## src/rtl/fan_ctrl.sv

```systemverilog
// fan_ctrl: CSR-programmed fan controller with spin-up, closed-loop duty regulation and stall detection.
module fan_ctrl #(
  parameter logic [4:0] BASE_ADDR = 5'h0,
  parameter int         SPINUP_S  = 2,
  parameter int         STALL_S   = 3,
  parameter int         STEP      = 8,
  parameter logic [7:0] DUTY_MIN  = 8'h20
) (
  input  logic       clk,
  input  logic       rst,
  input  logic [4:0] csr_a,
  input  logic [7:0] csr_di,
  input  logic       csr_we,
  output logic [7:0] csr_do,
  input  logic       ce_1s,
  input  logic       tacho_valid,
  input  logic [9:0] tacho_cnt,
  output logic [7:0] duty,
  output logic       irq
);
  typedef enum logic [1:0] {OFF = 2'd0, SPINUP = 2'd1, REGULATE = 2'd2, STALL = 2'd3} state_t;
  state_t     state_q, state_d;
  logic       en_q, en_d, auto_q, auto_d, fie_q, fie_d, fault_q, fault_d;
  logic [7:0] target_q, target_d, dreg_q, dreg_d, duty_q, duty_d;
  logic [3:0] cnt_q, cnt_d, stall_q, stall_d;
  logic [4:0] off;
  logic       hit, ctrl_wr, tgt_wr, duty_wr, sts_wr, clr;
  logic [7:0] m, up, dn;
  logic [8:0] sum, diff;
  assign off     = csr_a - BASE_ADDR;
  assign hit     = off < 5'd4;
  assign ctrl_wr = csr_we && hit && off[1:0] == 2'd0;
  assign tgt_wr  = csr_we && hit && off[1:0] == 2'd1;
  assign duty_wr = csr_we && hit && off[1:0] == 2'd2;
  assign sts_wr  = csr_we && hit && off[1:0] == 2'd3;
  assign clr     = sts_wr && csr_di[0];
  assign m       = tacho_cnt[9:2];
  assign sum     = {1'b0, duty_q} + 9'(STEP);
  assign diff    = {1'b0, duty_q} - 9'(STEP);
  assign up      = sum[8] ? 8'hFF : sum[7:0];
  assign dn      = (diff[8] || diff[7:0] < DUTY_MIN) ? DUTY_MIN : diff[7:0];
  always_comb begin
    en_d     = ctrl_wr ? csr_di[0] : en_q;
    auto_d   = ctrl_wr ? csr_di[1] : auto_q;
    fie_d    = ctrl_wr ? csr_di[2] : fie_q;
    target_d = tgt_wr ? csr_di : target_q;
    dreg_d   = duty_wr ? csr_di : dreg_q;
    fault_d  = fault_q & ~clr;
    state_d  = state_q;
    cnt_d    = cnt_q;
    stall_d  = stall_q;
    duty_d   = duty_q;
    if (!en_d) begin
      state_d = OFF;
      cnt_d   = 4'd0;
      stall_d = 4'd0;
      duty_d  = 8'h00;
    end else begin
      case (state_q)
        OFF: begin
          state_d = SPINUP;
          cnt_d   = 4'(SPINUP_S);
          duty_d  = 8'hFF;
        end
        SPINUP: begin
          duty_d = 8'hFF;
          if (ce_1s) begin
            cnt_d = cnt_q - 4'd1;
            if (cnt_q == 4'd1) begin
              state_d = REGULATE;
              duty_d  = dreg_d;
            end
          end
        end
        REGULATE: begin
          if (!auto_q && duty_wr) duty_d = csr_di;
          if (tacho_valid) begin
            if (auto_q) duty_d = m < target_q ? up : m > target_q ? dn : duty_q;
            stall_d = tacho_cnt == 10'd0 ? stall_q + 4'd1 : 4'd0;
            // A detected stall overrides any simultaneous FAULT clear
            if (tacho_cnt == 10'd0 && stall_q + 4'd1 == 4'(STALL_S)) begin
              state_d = STALL;
              stall_d = 4'd0;
              fault_d = 1'b1;
              duty_d  = 8'hFF;
            end
          end
        end
        default: begin
          duty_d = 8'hFF;
          if (clr) begin
            state_d = SPINUP;
            cnt_d   = 4'(SPINUP_S);
          end
        end
      endcase
    end
  end
  always_ff @(posedge clk) begin
    if (rst) begin
      state_q  <= OFF;
      en_q     <= 1'b0;
      auto_q   <= 1'b0;
      fie_q    <= 1'b0;
      fault_q  <= 1'b0;
      target_q <= 8'h80;
      dreg_q   <= 8'h80;
      duty_q   <= 8'h00;
      cnt_q    <= 4'd0;
      stall_q  <= 4'd0;
    end else begin
      state_q  <= state_d;
      en_q     <= en_d;
      auto_q   <= auto_d;
      fie_q    <= fie_d;
      fault_q  <= fault_d;
      target_q <= target_d;
      dreg_q   <= dreg_d;
      duty_q   <= duty_d;
      cnt_q    <= cnt_d;
      stall_q  <= stall_d;
    end
  end
  assign duty   = duty_q;
  assign irq    = fault_q & fie_q;
  assign csr_do = !hit ? 8'h00 :
                  off[1:0] == 2'd0 ? {2'b00, state_q, 1'b0, fie_q, auto_q, en_q} :
                  off[1:0] == 2'd1 ? target_q :
                  off[1:0] == 2'd2 ? duty_q : {7'd0, fault_q};
endmodule
```

## config.mk

```make
export PLATFORM = sky130hd
export DESIGN_NAME = fan_ctrl
export DESIGN_NICKNAME = d
export VERILOG_FILES = /design/src/rtl/fan_ctrl.sv
export SDC_FILE = /design/constraint.sdc
export NUM_CORES = 1
export LEC_CHECK = 0
export ABC_AREA = 1
export BUFFER_PORTS_ARGS = -buffer_cell sky130_fd_sc_hd__buf_4
export CELL_PAD_IN_SITES_DETAIL_PLACEMENT = 1
export CELL_PAD_IN_SITES_GLOBAL_PLACEMENT = 2
export CORE_MARGIN = 5
export CORE_UTILIZATION = 33
export DETAILED_ROUTE_END_ITERATION = 10
export PLACE_DENSITY = 0.86
export SLEW_MARGIN = 20
export SYNTH_ARGS = -nofsm -noshare
export SYNTH_HDL_FRONTEND = slang
export SYNTH_SLANG_ARGS = --single-unit
```

## constraint.sdc

```tcl
create_clock -name clk -period 3.05 [get_ports clk]
set_clock_uncertainty 0.15 [all_clocks]
set_input_delay 0.61 -clock clk [delete_from_list [all_inputs] [get_ports clk]]
set_output_delay 0.61 -clock clk [all_outputs]
set_load 0.005 [all_outputs]
```

# ---- After elaboration in Yosys (flattened, before gate mapping)
# Cells that the tools add are included.
dict set report totals {
  mem_bits_rw 0
  output_inout_bits 17
  n_memories 0
  rom_bits 0
  regBits 38
  latch_bits 0
}
dict set report classes {
  n_reduce_logical 19
  n_eq_ne 12
  div_mod_pow 0
  n_shift 0
  add_sub_neg 4
  mux 32
  n_mul 0
  n_bitwise 5
  order_cmp 4
}
# op n
set ops {}
lappend ops {{8-bit 2-to-1 mux} 15}
lappend ops {{4-bit 2-to-1 mux} 4}
lappend ops {{8-bit one-hot mux with 2 select lines} 1}
lappend ops {{4-bit one-hot mux with 3 select lines} 1}
lappend ops {{10-bit logical NOT} 1}
lappend ops {{2-bit 2-to-1 mux} 5}
lappend ops {{8-bit by 4-bit adder with 9-bit output (second input constant)} 1}
lappend ops {{8-bit by 4-bit subtractor with 9-bit output (second input constant)} 1}
lappend ops {{8-bit > comparator} 1}
lappend ops {{1-bit logical AND} 8}
lappend ops {{8-bit by 6-bit less-than comparator with 1-bit output (second input constant)} 1}
lappend ops {{8-bit less-than comparator} 1}
lappend ops {{2-bit inequality test (second input constant)} 4}
lappend ops {{2-bit equality test (second input constant)} 3}
lappend ops {{6-bit inequality test (second input constant)} 1}
lappend ops {{2-bit one-hot mux with 3 select lines} 1}
lappend ops {{5-bit by 3-bit less-than comparator with 1-bit output (second input constant)} 1}
lappend ops {{1-bit 2-to-1 mux} 5}
lappend ops {{5-bit AND reduction} 1}
lappend ops {{4-bit by 1-bit adder with 4-bit output (second input constant)} 1}
lappend ops {{2-bit by 1-bit equality test with 1-bit output (second input constant)} 2}
lappend ops {{4-bit by 1-bit equality test with 1-bit output (second input constant)} 1}
lappend ops {{4-bit by 2-bit equality test with 1-bit output (second input constant)} 1}
lappend ops {{2-bit logical NOT} 2}
lappend ops {{other kinds (10)} 13}

# ---- Depth between registers and ports, before layout
dict set report logic_depth {
  word_depth 10
  ltp_mapped 17
  ltp_nobuf 17
}

# ---- Worst setup path after synthesis
# Ideal clock, no wire load.
dict set report synth_timing {
  path_kind {input -> register}
  start {input tacho_cnt[9]}
  end {register duty_q[1] (netlist: duty[1])}
  cell_stages 10
  n_path_buf 0
  t_required_ps 2787
  setup_slack_ps 991
  t_arrival_ps 1797
  setup_time_ps 113
  path_cell_list {ha_1 -> a21o_1 -> nor2_1 -> nand2_1 -> nand2_1 -> nor2_4 -> nor2_1 -> nand2_1 -> nor2_1 -> nor2_1}
}
dict set report synth_via {
  elab_chain_len 6
  word_cells_on_any_way 10
  cone_classes {order compare (2); eq/ne (1); mux (5); reduce/logical (2)}
}
# element line_no
set synth_lines {}
lappend synth_lines {{from (decl)} 17} ;# input logic [9:0] tacho_cnt,
lappend synth_lines {{8-bit less-than comparator} 78} ;# if (auto_q) duty_d = m < target_q ? up : m > target_q ? dn : duty_q;
lappend synth_lines {{8-bit 2-to-1 mux (2 in a row)} 78}
lappend synth_lines {{8-bit 2-to-1 mux} 81} ;# if (tacho_cnt == 10'd0 && stall_q + 4'd1 == 4'(STALL_S)) begin
lappend synth_lines {{8-bit 2-to-1 mux} 77} ;# if (tacho_valid) begin
lappend synth_lines {{8-bit one-hot mux with 2 select lines} 59} ;# case (state_q)
lappend synth_lines {{to (signal assigned)} 119} ;# duty_q <= duty_d;
lappend synth_lines {{to (decl)} 24} ;# logic [7:0] target_q, target_d, dreg_q, dreg_d, duty_q, duty_d;
# Parallel ways exist; a longest one is shown, timed or not.
# A chain may end at the register's enable or synchronous reset.

# ---- Final worst setup path
dict set report layout_timing {
  start {input csr_a[0]}
  end {output csr_do[2]}
}
dict set report layout_via {
  elab_chain_len 5
  word_cells_on_any_way 8
  cone_classes {order compare (1); eq/ne (2); mux (4); reduce/logical (1)}
}
# element line_no
set layout_lines {}
lappend layout_lines {{from (decl)} 11} ;# input logic [4:0] csr_a,
lappend layout_lines {{2-bit equality test} 129} ;# off[1:0] == 2'd2 ? duty_q : {7'd0, fault_q};
lappend layout_lines {{8-bit 2-to-1 mux} 129}
lappend layout_lines {{8-bit 2-to-1 mux} 128} ;# off[1:0] == 2'd1 ? target_q :
lappend layout_lines {{8-bit 2-to-1 mux} 127} ;# off[1:0] == 2'd0 ? {2'b00, state_q, 1'b0, fie_q, auto_q, en_q} :
lappend layout_lines {{8-bit 2-to-1 mux *} 126} ;# assign csr_do = !hit ? 8'h00 :
lappend layout_lines {{to (decl)} 14} ;# output logic [7:0] csr_do,
# Mark *: on every way between the ends. The rest lies on a longest branch, timed or not.

==> flow_summary.yaml <==
die:
  initial_core_util: 0.337
  chipHeight_um: 101
  row_count: 33
  die_x_um: 101
  io_pins: 45
  placeableCoreArea_um2: 8180
  floorplan.die_area_um2: 10300
clock_network:
  hold_buffers: 0
  clock_latency_at_the_later_pin_of_the_worst_skew_pair_ns: 0.30
  tritoncts: "yes"
  maximum_root_to_sink_buffer_count: 2
  post_cts_resized: 0
  cts_root_buffer_type: "sky130_fd_sc_hd__clkbuf_8"
  number_of_h_tree_levels: 2
  cts_num_sinks: 38
  cts_setup_buffers: 0
  reg_clk_slew_reported_paths_ns: 0.09
  cts_inserted_buffers: 5
route:
  total_routed_wirelength_um: 8830
  drt.antenna.violating_nets: 0
  wl_per_cell_um: 15.1
  detail_route.vias_per_cell: 4.88
  detailed_route_via_count: 2852
  drt_iter0_markers: 85
  drt_drc_violations_left: 0
  drtPass1Iterations: 4
yosys:
  postSynth.topFlopCell: "sky130_fd_sc_hd__dfxtp_1"
  post_synth_num_cell_types: 35
  netlist.top_cell.by_area: "sky130_fd_sc_hd__dfxtp_1"
  synth_top_area_share: 0.276
  ys_seq_area_frac: 0.276
  syn-mean-instance-area_um2: 6.35
  netlist_area_um2: 2760
  synthMostInstantiatedCell: "sky130_fd_sc_hd__nand2_1"
  yosys_warnings: 0
  synth.cells.most_frequent: "104 x sky130_fd_sc_hd__nand2_1, 64 x sky130_fd_sc_hd__nor2_1, 61 x sky130_fd_sc_hd__inv_1, 38 x sky130_fd_sc_hd__dfxtp_1"
  synth_enable_flop_cells: 0
  post_synthesis_cells: 434
  asyncSetResetFlopFracSynth: 0
  synth.ff_latch_count: 38
  top_cells_by_area_synth: "sky130_fd_sc_hd__dfxtp_1 28%, sky130_fd_sc_hd__nand2_1 14%, sky130_fd_sc_hd__nor2_1 8.7%"
  postSynthNetCount: 480
global_route:
  via_count_of_the_first_global_routing_pass: 3080
  groute.usage.overall: 0.185
  grt_overflow: 0
  antenna_found_initial: 0
  grt_pass1_wl_um: 15000
  grt_max_degree: 18
setup_path:
  crit_buf_inv: 5
  critical_path.max_fanout: 5
  startpoint_type: "input pin"
  cp-end-kind: "primary output"
  required_ns: 2.29
  timing_worst_setup_path_type: "in2out"
  slowest_delay_ns: 0.35
  cp_slowest_cell: "sky130_fd_sc_hd__nor2_1"
  cp_cell_sequence: "buf_4 -> inv_1 -> nor2_1 -> inv_2 -> o221ai_1 -> nand2_1 -> inv_1 -> buf_4"
  worst_path_dominant_cell_family: "buffers and inverters"
  cp_data_arrival_time_ns: 1.70
placement:
  port_buffers: 44
  gp_congestion: 0.850
  hpwl_um: 7340
sta:
  timing.slew.headroom: 0.681
  report.final.hold_viol_count: 0
  unrepaired_setup_endpoints_after_global_routing: "false"
  timing.final.crit_share: 0.805
  setup-violations-final: 0
  post-route-min-period_ns: 2.46
  max_freq_mhz: 407
  worstMarginPinSlew_ns: 0.475
  setup-tns-final_ns: 0
  slew_viol_final: 0
power:
  report.power.total_uw: 1010
  power_density_nw_per_um2: 308
  leakage_uw: 0.00151
  peakVddDrop_mv: 0.244
run_status:
  run_status: "complete, no violations"
finish:
  finalNetCount: 525
  n_antenna_cell: 0
  layout_cells_sized_above_1: 0.160
  syn_to_final_growth_pct: 18.7
flow_run:
  drv_cap: 0
min_path:
  min_path_type: "reg2reg"
-- kinds of logic (layout without fill, tap and decap cells) --
logic type | count (synthesis) | in the layout | share of synthesized area
xor+xnor | 7 | 7 | 0.0223
fa+ha+maj | 18 | 18 | 0.0817
buf+inv | 72 | 118 | 0.106
flops | 38 | 38 | 0.276
simple gates | 223 | 223 | 0.362
compound gates | 76 | 76 | 0.151
-- flip-flops by register name (all words and copies together), names as in the netlist --
name and flops:
fault_q 1, target_q 8, state_q 2, auto_q 1, stall_q 4, fie_q 1, dreg_q 8, cnt_q 4
en_q 1, duty 8
-- power by group --
part	leakage [µW]	switching [µW]	internal (µW)
Clock	0.0000472	196	182
Sequential	0.000307	4.45	500
Combinational	0.00116	74.0	50.3
-- worst reg2reg max path, cell delays in order (launching register included) --
cell	delay, ns
sky130_fd_sc_hd__dfxtp_1	0.36
sky130_fd_sc_hd__inv_1	0.16
sky130_fd_sc_hd__ha_1	0.32
sky130_fd_sc_hd__inv_1	0.15
sky130_fd_sc_hd__nor2_1	0.32
sky130_fd_sc_hd__nand2_1	0.18
sky130_fd_sc_hd__nor2_4	0.20
sky130_fd_sc_hd__inv_2	0.09
sky130_fd_sc_hd__nand2_1	0.13
sky130_fd_sc_hd__nand2_1	0.07
sky130_fd_sc_hd__nand2_1	0.06
sky130_fd_sc_hd__nor2_1	0.04
-- final cells by class --
class	count	area [µm²]
fill	1115	4900
clock inverter	2	12.5
multi-input combinational	324	1700
sequential	38	761
timing repair buffer	45	338
clock buffer	6	82.6
inverter	65	244
tap	105	131
-- through the flow --
| stage | std cells | hold WS (ns) | instance area [µm²] | setup WS (ns) | utilization |
|---|---|---|---|---|---|
| 3_5_place_dp | 577 | 0.306 | 3180 | 0.596 | 0.388 |
| 3_3_place_gp | 577 | 0.296 | 3180 | 0.623 | 0.388 |
| 4_1_cts | 585 | 0.327 | 3270 | 0.594 | 0.400 |
| 6_report | 585 | 0.325 | 3270 | 0.594 | 0.400 |
| 2_1_floorplan | 434 | 0.283 | 2760 | 0.991 | - |
| 5_1_grt | 585 | 0.340 | 3270 | 0.434 | 0.400 |
-- worst paths after layout --
path	from	to	slack [ns]	cells past startpoint
setup / recovery	csr_a[0]	csr_do[2]	0.59	8
hold / removal	dreg_q[7]$_SDFF_PP1_	dreg_q[7]$_SDFF_PP1_	0.33	2
setup reg to reg	state_q[0]$_SDFFE_PP0P_	duty[1]$_SDFFE_PP0P_	0.72	11
hold reg to reg	dreg_q[7]$_SDFF_PP1_	dreg_q[7]$_SDFF_PP1_	0.33	2
-- layout by cell type, fill, tap and decap left out, types with 18 or more instances in the layout --
master / synthesis / layout
sky130_fd_sc_hd__dfxtp_1: 38 / 38
sky130_fd_sc_hd__o21ai_0: 31 / 31
sky130_fd_sc_hd__nand2_1: 104 / 104
sky130_fd_sc_hd__nor2_1: 64 / 64
sky130_fd_sc_hd__ha_1: 18 / 18
sky130_fd_sc_hd__nand3_1: 29 / 29
sky130_fd_sc_hd__a21oi_1: 31 / 31
sky130_fd_sc_hd__inv_1: 61 / 61
sky130_fd_sc_hd__buf_4: 1 / 45
-- metal layers --
layer / vias to the layer above / wire length (µm) / global-route usage
li1: 1473 / - / -
met5: - / 0 / 0
met4: 0 / 102 / 0.0470
met3: 7 / 172 / 0.0227
met1: 1345 / 4270 / 0.244
met2: 27 / 4280 / 0.321
Power figures use the tool's default switching activity.
